===== src/rtl/strobe_pacer.sv =====
// Counts incoming strobes and re-issues them one per GAP cycles so a slow
// downstream cross-clock transfer never sees two strobes inside its round trip.
module strobe_pacer #(
    parameter int CW  = 8,
    parameter int GAP = 16
) (
    input  logic          i_clk,
    input  logic          i_reset_n,
    input  logic          i_stb,
    input  logic          i_flush,
    input  logic          i_clr_overflow,
    output logic          o_stb,
    output logic [CW-1:0] o_pending,
    output logic          o_overflow,
    output logic          o_busy
);

    // state   | meaning
    // IDLE    | gap counter is zero, next event may be issued this edge
    // HOLDOFF | gap counter non-zero, counting down the spacing to the next issue
    typedef enum logic {
        IDLE    = 1'b0,
        HOLDOFF = 1'b1
    } state_t;

    localparam logic [CW-1:0] PEND_MAX   = {CW{1'b1}};
    localparam logic [15:0]   GAP_RELOAD = 16'(GAP - 1);

    state_t      state;
    logic [15:0] gap_cnt;
    logic        issue;
    logic        drop;

    assign issue  = (state == IDLE) && !i_flush && ((o_pending != '0) || i_stb);
    // A strobe is lost only when it cannot be absorbed by a same-cycle issue.
    assign drop   = i_stb && !i_flush && !issue && (o_pending == PEND_MAX);
    assign o_busy = (o_pending != '0) || (state == HOLDOFF);

    always_ff @(posedge i_clk) begin
        if (!i_reset_n) begin
            state      <= IDLE;
            gap_cnt    <= '0;
            o_stb      <= 1'b0;
            o_pending  <= '0;
            o_overflow <= 1'b0;
        end else begin
            o_stb <= issue;

            case (state)
                IDLE: begin
                    if (issue) begin
                        gap_cnt <= GAP_RELOAD;
                        state   <= HOLDOFF;
                    end
                end
                HOLDOFF: begin
                    gap_cnt <= gap_cnt - 16'd1;
                    if (gap_cnt == 16'd1) begin
                        state <= IDLE;
                    end
                end
                default: begin
                    state   <= IDLE;
                    gap_cnt <= '0;
                end
            endcase

            if (i_flush) begin
                o_pending <= '0;
            end else if (issue) begin
                if (!i_stb) begin
                    o_pending <= o_pending - 1'b1;
                end
            end else if (i_stb && (o_pending != PEND_MAX)) begin
                o_pending <= o_pending + 1'b1;
            end

            if (drop) begin
                o_overflow <= 1'b1;
            end else if (i_clr_overflow) begin
                o_overflow <= 1'b0;
            end
        end
    end

endmodule


===== config.mk =====
export PLATFORM = sky130hd
export DESIGN_NAME = strobe_pacer
export DESIGN_NICKNAME = d
export VERILOG_FILES = /design/src/rtl/strobe_pacer.sv
export SDC_FILE = /design/constraint.sdc
export NUM_CORES = 1
export LEC_CHECK = 0
export CORE_UTILIZATION = 35
export CTS_CLUSTER_SIZE = 30
export DETAILED_ROUTE_END_ITERATION = 10
export PLACE_DENSITY = 0.64
export SYNTH_ARGS = -nofsm -noshare
export SYNTH_HDL_FRONTEND = slang
export SYNTH_SLANG_ARGS = --single-unit

===== constraint.sdc =====
create_clock -name i_clk -period 4.6 [get_ports i_clk]
set_input_delay 0.46 -clock i_clk [delete_from_list [all_inputs] [get_ports i_clk]]
set_output_delay 0.46 -clock i_clk [all_outputs]
set_load 0.005 [all_outputs]

==> results.md <==
* Status: completed
* Post-CTS resize count at 0
* PD cells at 337 nW/um2
* Die W at 66.6 um
* Max cap viols at 0
* Gr usage total at 0.156
* Syn Inst Count at 168
* Vias per cell at 5.72
* CTS tree: yes
* Unrepaired setup endpoints after global routing: no
* Total CTS buffers at 3
* Initial Utilization at 0.365
* CP Cell Sequence: nor4_1 > a311o_2 > inv_1 > ha_1 > a21oi_1 > a211oi_1 > or3_1 > a21oi_1 > nor3b_2
* Nets at 197
* Port Buffers at 15
* Std cell rows at 23
* Asr flop ratio synth at 0
* Slew HR at 0.637
* Via count at 1327
* Placer Congestion at 0.825
* Setup Skew at 0.00151 ns
* Post-layout util at 0.423
* Required time of the critical path at 4.76 ns
* Die ar. at 4430 um2
* Final Cycle Share at 0.682
* Overflow after GRT at 0
* Pre-antenna DRT Iters at 4
* Flops & latches, synth at 27
* Layout cells sized above 1 at 0.0330
* CP top delay family: compound AO/OA/AOI/OAI gates
* Slew @ Worst Pin at 0.540 ns
* Synth Flop Type: dfxtp_1
* CTS max path bufs at 2
* CTS Hold Buffers Added at 0
* Initial antenna violation count at 0
* Most frequent CP cell: a21oi_1
* Area growth, synth to finish at 15.9%
* Core area at 4000 um2
* Final antenna diode count at 0
* Final Power at 0.570 mW
* Syn_area_per_cell at 8.69 um2
* Most frequent cells in the layout: dfxtp_1 (27), clkdlybuf4s50_1 (15), a21oi_1 (14)
* Placed cell area at 1650 um2
* Final instance area at 1690 um2
* Critical Path AT at 3.30 ns
* Routed length per instance at 13.4 um
* First-pass GRT wire length at 5420 um
* Crit path max fanout at 18
* Pleak at 0.608 nW
* # IOs at 16
* Clk slew on worst S/H paths at 0.09 ns
* Initial DRC Count at 28
* Register area share after synthesis at 0.370
* CP Class: flip-flop to flip-flop
* Ys Warns at 0
* Post-route minimum period at 3.14 ns
* Max Freq at 319 MHz
* CP Capture Type: flip-flop
* Hpwl dp at 2340 um
* Buffers plus inverters on the worst setup path at 1
* Post-synth EDFFs at 0
* Drt drc at 0
* Final Hold Vio Count at 0
* Slowest-stage cell, CP: nor4_1
* Mapped Area at 1460 um2
* H-tree depth at 1
* Crit path launch type: flip-flop
* Hold Path Class: flip-flop to flip-flop
* Pin count of the biggest net entering global routing at 19
* CP peak stage delay at 0.54 ns
* Maximum vdd drop at 0.000181 V
* Num Clock Sinks at 27
* Post-synth cell types at 43
* Worst skew pair latency at 0.27 ns
* Total setup buffers inserted after CTS at 0
* Setup Viol. Count Final at 0
* Die height at 66.6 um
* Most common cell after layout, fill and taps aside: dfxtp_1
* Drt total wl at 3100 um
* Slew Viols, Final at 0
* Setup TNS at 0 ns
* Vias in the first global route at 1197
* Clock root cell: clkbuf_8
* Routed Antenna Nets at 0
* Post-Syn Nets at 182
[layout make-up]
type | count | area [um2]
Sequential cell | 27 | 541
Timing Repair Buffer | 15 | 150
Tap cell | 50 | 62.6
Multi-Input combinational cell | 130 | 872
Clock buffer | 4 | 45.0
Fill cell | 404 | 2310
Inverter | 6 | 22.5
[path summary, 6_finish.rpt]
| check | depth (start not counted) | end | slack, ns | start |
|---|---|---|---|---|
| setup reg to reg | 9 | o_pending[7]$_SDFFE_PP0P_ | 1.46 | o_pending[2]$_SDFFE_PP0P_ |
| hold / removal | 1 | gap_cnt[13]$_SDFFE_PN0P_ | 0.47 | gap_cnt[13]$_SDFFE_PN0P_ |
| setup / recovery | 9 | o_pending[7]$_SDFFE_PP0P_ | 1.46 | o_pending[2]$_SDFFE_PP0P_ |
| hold reg to reg | 1 | gap_cnt[13]$_SDFFE_PN0P_ | 0.47 | gap_cnt[13]$_SDFFE_PN0P_ |
[power breakdown]
part           total [mW]  internal (mW)  switching [mW]  leakage, nW
registers           0.281          0.255          0.0261        0.220
logic               0.155         0.0693          0.0856        0.365
clock network       0.134         0.0620          0.0715       0.0228
[worst reg2reg max path, delay by kind of cell (launching register included)]
family	cells	cell delay, ns
AND/OR/NAND/NOR	3	1.00
flip-flops	1	0.38
AO/OA/AOI/OAI	4	1.01
adder cells (fa/ha/maj)	1	0.40
buffers and inverters	1	0.23
[per-layer routing]
layer  up-vias  GRT usage  routed length, um
met1       639      0.222               1620
met2        15      0.240               1390
met3         4     0.0223                 57
met5         -          0                  0
met4         0     0.0479                 34
li1        669          -                  -
[through the flow]
| step | hold slack [ns] | setup WS (ns) | std cells |
|---|---|---|---|
| after floorplan | 0.431 | 1.88 | 168 |
| after global placement | 0.448 | 1.53 | 228 |
| after detailed placement | 0.453 | 1.45 | 228 |
| after CTS | 0.468 | 1.45 | 232 |
| after global routing | 0.501 | 1.19 | 232 |
| final | 0.465 | 1.46 | 232 |
[state kept, by name, indices dropped and copies added (netlist names)]
name        flops
gap_cnt        16
o_overflow      1
o_pending       8
o_stb           1
state           1
[kinds of logic (layout without fill, tap and decap cells)]
family                     after synthesis  after routing  synth area share
buffers and inverters                   11             25            0.0326
DFF                                     27             27             0.370
and+or+nand+nor                         65             65             0.244
adders and majority gates                9              9            0.0823
AOI/OAI and AO/OA                       50             50             0.235
xor gates and xnor gates                 6              6            0.0360
[synth_stat cells (all sizes together) (4+ instances only)]
cell,instances,area share
nand2b,5,0.021
nand2,10,0.027
xnor2,5,0.030
dfxtp,27,0.37
inv,5,0.013
nand4,7,0.030
or4,4,0.021
nand3,9,0.031
a21oi,14,0.048
and2,4,0.017
or3,4,0.017
a211oi,4,0.021
ha,8,0.069
o21ai,6,0.021
nor2,12,0.031
nor3,4,0.014
(Power assumes the default switching activity.)
